[src/rtl/output_buffer.sv]
// output_buffer: DEPTH-entry FWFT queue with valid/ready read, occupancy and sticky overflow.
// Define OUTPUT_BUFFER_BYPASS_EN for a zero-latency empty-queue write-to-read path.
module output_buffer #(
    parameter int DWIDTH    = 32,
    parameter int DEPTH     = 4,
    parameter int HOLD_LAST = 1
) (
    input  logic                     Clk,
    input  logic                     Reset,
    input  logic                     Clear,
    input  logic                     Write_En,
    input  logic [DWIDTH-1:0]        Write_Data,
    output logic                     Write_Ready,
    output logic                     Read_Valid,
    input  logic                     Read_Ready,
    output logic [DWIDTH-1:0]        Read_Data,
    output logic [$clog2(DEPTH):0]   Count,
    output logic                     Full,
    output logic                     Empty,
    output logic                     Overflow_Err
);
    localparam int AW = DEPTH > 1 ? $clog2(DEPTH) : 1;
    localparam int CW = $clog2(DEPTH) + 1;
    logic [DWIDTH-1:0] mem [DEPTH];
    logic [DWIDTH-1:0] last;
    logic [AW-1:0]     wr_ptr, rd_ptr;
    logic              byp, push, pop;

    function automatic logic [AW-1:0] inc(input logic [AW-1:0] p);
        return p == AW'(DEPTH - 1) ? '0 : p + AW'(1);
    endfunction

`ifdef OUTPUT_BUFFER_BYPASS_EN
    assign byp = Empty & Write_En & Read_Ready;
`else
    assign byp = 1'b0;
`endif

    assign Full        = Count == CW'(DEPTH);
    assign Empty       = Count == '0;
    assign Write_Ready = !Full | Read_Ready;
    assign Read_Valid  = !Empty | byp;
    assign pop         = !Empty & Read_Ready;
    assign push        = Write_En & Write_Ready & !byp;
    assign Read_Data   = byp ? Write_Data : !Empty ? mem[rd_ptr] : HOLD_LAST != 0 ? last : '0;

    always_ff @(posedge Clk) begin
        if (push & !Reset & !Clear)
            mem[wr_ptr] <= Write_Data;
    end

    always_ff @(posedge Clk) begin
        if (Reset) begin
            Count        <= '0;
            wr_ptr       <= '0;
            rd_ptr       <= '0;
            Overflow_Err <= 1'b0;
            last         <= '0;
        end else if (Clear) begin
            Count        <= '0;
            wr_ptr       <= '0;
            rd_ptr       <= '0;
            Overflow_Err <= 1'b0;
        end else begin
            if (push)
                wr_ptr <= inc(wr_ptr);
            if (pop)
                rd_ptr <= inc(rd_ptr);
            Count        <= push & !pop ? Count + CW'(1) : pop & !push ? Count - CW'(1) : Count;
            Overflow_Err <= Overflow_Err | (Write_En & !Write_Ready);
            // bypassed words count as popped for the hold register
            if (HOLD_LAST != 0 && (pop || byp))
                last <= byp ? Write_Data : mem[rd_ptr];
        end
    end
endmodule

[config.mk]
export PLATFORM = sky130hd
export DESIGN_NAME = output_buffer
export DESIGN_NICKNAME = d
export VERILOG_FILES = /design/src/rtl/output_buffer.sv
export SDC_FILE = /design/constraint.sdc
export NUM_CORES = 1
export LEC_CHECK = 0
export ABC_AREA = 0
export BUFFER_PORTS_ARGS = -buffer_cell sky130_fd_sc_hd__clkbuf_2
export CORE_AREA = 2 2 151 153
export CTS_CLUSTER_DIAMETER = 100
export DETAILED_ROUTE_END_ITERATION = 8
export DIE_AREA = 0 0 153 155
export GPL_ROUTABILITY_DRIVEN = 0
export GPL_TIMING_DRIVEN = 0
export MAX_ROUTING_LAYER = met4
export PLACE_DENSITY = 0.56
export SYNTH_ARGS = -nofsm -noshare
export SYNTH_HDL_FRONTEND = slang
export SYNTH_SLANG_ARGS = --single-unit
[constraint.sdc]
create_clock -name Clk -period 2.25 [get_ports Clk]
set_clock_uncertainty 0.2 [all_clocks]
set_input_delay 0.225 -clock Clk [delete_from_list [all_inputs] [get_ports Clk]]
set_output_delay 0.225 -clock Clk [all_outputs]
set_load 0.1 [all_outputs]
==> Flow_metrics.wiki <==
{| class="wikitable"
! Metric !! Value
|-
| Layout Nets || around 520
|-
| Finished Cell Area || 9310 um2
|-
| Width of the die || roughly 150 um
|-
| Remaining max-slew budget at the tightest pin || 0.618
|-
| Number of placed I/O pins || 77
|-
| Max stage delay on crit path || just over 500 ps
|-
| Final number of setup-violating endpoints || 32
|-
| Minimum period implied by the final worst setup slack || 2540 ps
|-
| Min-Delay Endpoint || wr_ptr[0]
|-
| Synthesis-to-finish area growth || 43.4%
|-
| CTS Sinks || 170
|-
| Number of register bits inferred by synthesis || between 150 and 200
|-
| Final Util || 0.419
|-
| Static Leak || ~3.4 nW
|-
| Period utilization || 1.13
|-
| Worst Hold Depth || 4
|-
| Critical register-to-register path startpoint || Count[1]
|-
| Startpoint class of the critical path || register
|-
| Clock transition time at the flip-flop clock pins of the worst setup and hold paths || ~70 ps
|-
| Number of instances in the synthesized netlist || between 300 and 400
|-
| # Max-Cap Violations || 0
|-
| Clock Tree Buf Depth || 2
|-
| Source-to-sink clock delay at the later pin of the worst-skew pair || between 400 and 500 ps
|-
| Effective utilization at floorplan || 0.292
|-
| Cell types occupying the most area after synthesis || sky130_fd_sc_hd__edfxtp_1 59%, sky130_fd_sc_hd__dfxtp_1 13%, sky130_fd_sc_hd__mux4_2 11%
|-
| Vias per std cell || between 4 and 5
|-
| Total via count after detailed routing || 3557
|-
| Slack of the critical path || -293 ps
|-
| Number of warnings reported in the yosys synthesis log || 0
|-
| Buffer cell driving the clock tree root || sky130_fd_sc_hd__clkbuf_16
|-
| Final number of max-transition violations || 0
|-
| Placement-stage cell area || between 7000 and 8000 um2
|-
| Data arrival time of the critical path || between 2000 and 2500 ps
|-
| TritonCTS clock tree || done
|-
| Number of design rule violations left after detail routing || 0
|-
| Number of H-tree levels || 4
|-
| Slowest library cell on the worst path || sky130_fd_sc_hd__mux4_2
|-
| Via count of the first global-routing pass || approximately 3800
|-
| Detailed Route WL || roughly 14000 um
|-
| Syn_nets || 375
|-
| Minimum setup slack among reg-to-reg paths || 30 ps
|-
| Crit. End Element || output pin
|-
| Power density over the cells || 922 nW/um2
|-
| Worst-path cell chain || buf_12 -> clkbuf_16 -> mux4_2 -> mux2_4 -> clkbuf_16
|-
| Maximum clock frequency || just under 400 MHz
|-
| Layout cells sized above 1 || 0.462
|-
| Global-route usage over all layers || 0.125
|-
| Clock buffers created by TritonCTS || 17
|-
| Core Rows || 55
|-
| Initial antenna violation count || 0
|-
| Worst Reg-to-Reg Cells || 8
|-
| Number of DRC markers after the initial detailed-route iteration || 164
|-
| Violations in the final reports || setup timing
|-
| Post-Layout Cell Count || between 700 and 800
|-
| Unrepaired setup endpoints after global routing || yes
|-
| Synth cell types || 31
|-
| Slew at the pin with the worst max-slew slack || about 570 ps
|-
| Hold violation count in the final report || 0
|-
| Buf/Inv on CP || 3
|-
| Placed cell count || approximately 690
|-
| DRT antenna net count || 0
|-
| Status || finished with violations
|-
| Post-layout power || 8.59 mW
|-
| Mapped cell area || about 6500 um2
|-
| Pre-CTS setup slack || -329 ps
|-
| Total inserted antenna cells || 0
|-
| Count of buffers inserted at the top-level ports || 76
|-
| Largest fanout on the critical path || 8
|-
| Placeable core region || 22200 um2
|-
| Area share of the largest cell type after synthesis || 0.592
|-
| Number of optimization iterations in the first detailed-route pass || 4
|-
| Congestion Overflow GR || 0
|-
| Routed wirelength normalized by instance count || approximately 18 um
|-
| Crit path top cell by count || sky130_fd_sc_hd__clkbuf_16
|-
| Worst flop-to-flop path endpoint || Count[2]
|-
| Sequential element share of the synthesized area || 0.721
|-
| Maximum number of pins on one net before global-route repair || 33
|-
| Hold Crit Class || input port to register
|-
| Largest delay share family, worst path || multiplexers
|-
| Cell type with the largest total area after synthesis || sky130_fd_sc_hd__edfxtp_1
|-
| Mean area per synthesized cell || between 15 and 20 um2
|-
| Wire length of the first global-routing pass || approximately 21000 um
|-
| Hold Crit Start || Reset
|-
| Critical path class || register to output pin
|-
| Vertical extent of the die || around 160 um
|-
| Post-detail-place hpwl || about 8400 um
|-
| IR Drop Worst-Case VDD || approximately 470 uV
|-
| Required time of the worst setup path || 1820 ps
|-
| Die footprint || 23700 um2
|}
-- cell families after synthesis --
kind of cell	count (synthesis)	share of synthesized area
buffers and inverters	25	0.0195
AND/OR/NAND/NOR	21	0.0198
adder cells (fa/ha/maj)	7	0.0146
multiplexers	66	0.170
AO/OA/AOI/OAI	40	0.0526
flip-flops	170	0.721
XOR/XNOR	2	0.00270
-- synthesized netlist by cell type (all sizes together) --
| cell | instances |
|---|---|
| a21oi | 3 |
| a22o | 32 |
| a31oi | 1 |
| and2 | 1 |
| and3 | 4 |
| buf | 17 |
| clkbuf | 1 |
| dfxtp | 42 |
| edfxtp | 128 |
| fa | 1 |
| ha | 6 |
| inv | 7 |
| mux2 | 32 |
| mux2i | 2 |
| mux4 | 32 |
| nand2 | 1 |
| nand4 | 2 |
| nor2 | 7 |
| nor3 | 1 |
| nor3b | 1 |
| o21ai | 1 |
| o31a | 1 |
| o31ai | 2 |
| or2 | 1 |
| or3 | 2 |
| or4b | 1 |
| xor2 | 2 |
-- final cells by class --
cell class,instances,area (um2)
plain buffers,17,161
clock buffers,19,433
clock inverters,13,194
fillers,1990,12900
inverters,7,26.3
multi-input cells,136,1850
flip-flops and latches,170,4700
well taps,285,357
repair buffers,131,1590
-- per-layer routing --
layer,vias to the layer above,part of all wire,global-route usage
met1,1805,0.44,0.153
li1,1648,-,-
met5,-,0,-
met3,18,0.035,0.0331
met2,86,0.51,0.202
met4,0,0.014,0.0463
-- worst reg2reg max path: cells and delay by family (launching register included) --
family | cells | cell delay (ps)
flops | 1 | 360
xor+xnor | 1 | 70
simple gates | 3 | 1020
buf+inv | 1 | 50
compound gates | 1 | 110
fa+ha+maj | 2 | 340
-- state kept, by name, summed over array words and instances (netlist names), named ones only --
| signal | flops |
|---|---|
| mem | 128 |
| rd_ptr | 2 |
| wr_ptr | 2 |
| Count | 3 |
| last | 32 |
| Overflow_Err | 1 |
-- metrics by stage --
step / setup TNS (ps) / hold slack [ps]
4_1_cts: -9180 / 15.2
5_1_grt: -10730 / 47.2
6_report: -8500 / 46.8
3_3_place_gp: -24090 / 240
2_1_floorplan: -29870 / 124
3_5_place_dp: -24270 / 245
-- worst max-delay path by stage --
stage,from,to,cells past startpoint
global route,register,Read_Data[22],5
CTS,register,Read_Data[12],5
finish,register,Read_Data[13],5
global placement,register,Read_Data[23],4
detailed placement,register,Read_Data[23],4
floorplan,Count[2],Count[2],9
-- power by group --
group,internal [mW],switching (mW)
sequential,3.43,0.0336
combinational,0.842,1.20
clock,1.87,1.21
total,6.14,2.44
-- layout by cell type (no fill, tap or decap), types with 2 or more instances in the layout --
cell type	netlist	layout
sky130_fd_sc_hd__a21oi_1	3	2
sky130_fd_sc_hd__a22o_1	32	32
sky130_fd_sc_hd__and3_4	0	4
sky130_fd_sc_hd__buf_12	0	5
sky130_fd_sc_hd__buf_2	11	10
sky130_fd_sc_hd__buf_4	3	18
sky130_fd_sc_hd__bufinv_16	0	4
sky130_fd_sc_hd__clkbuf_1	1	2
sky130_fd_sc_hd__clkbuf_16	0	51
sky130_fd_sc_hd__clkbuf_2	0	41
sky130_fd_sc_hd__clkbuf_4	0	3
sky130_fd_sc_hd__clkinv_4	0	3
sky130_fd_sc_hd__clkinvlp_4	0	3
sky130_fd_sc_hd__dfxtp_1	42	38
sky130_fd_sc_hd__dfxtp_4	0	3
sky130_fd_sc_hd__dlygate4sd3_1	0	35
sky130_fd_sc_hd__edfxtp_1	128	128
sky130_fd_sc_hd__ha_1	6	5
sky130_fd_sc_hd__inv_1	7	5
sky130_fd_sc_hd__inv_2	0	2
sky130_fd_sc_hd__mux2_4	0	32
sky130_fd_sc_hd__mux2i_1	2	2
sky130_fd_sc_hd__mux4_2	32	32
sky130_fd_sc_hd__nand4_1	2	2
sky130_fd_sc_hd__nor2_1	7	7
sky130_fd_sc_hd__o31ai_2	2	2
sky130_fd_sc_hd__or3_1	2	2
sky130_fd_sc_hd__xor2_1	2	2
-- what timing repair did --
item	CTS	global route
endpoints found under the setup margin	164	163
gates resized for setup	149	11
endpoints found under the hold margin	131	0
buffers inserted	8	9
gates cloned	1	2
hold buffers	35	0
pin swaps	7	3
Power figures use the tool's default switching activity.
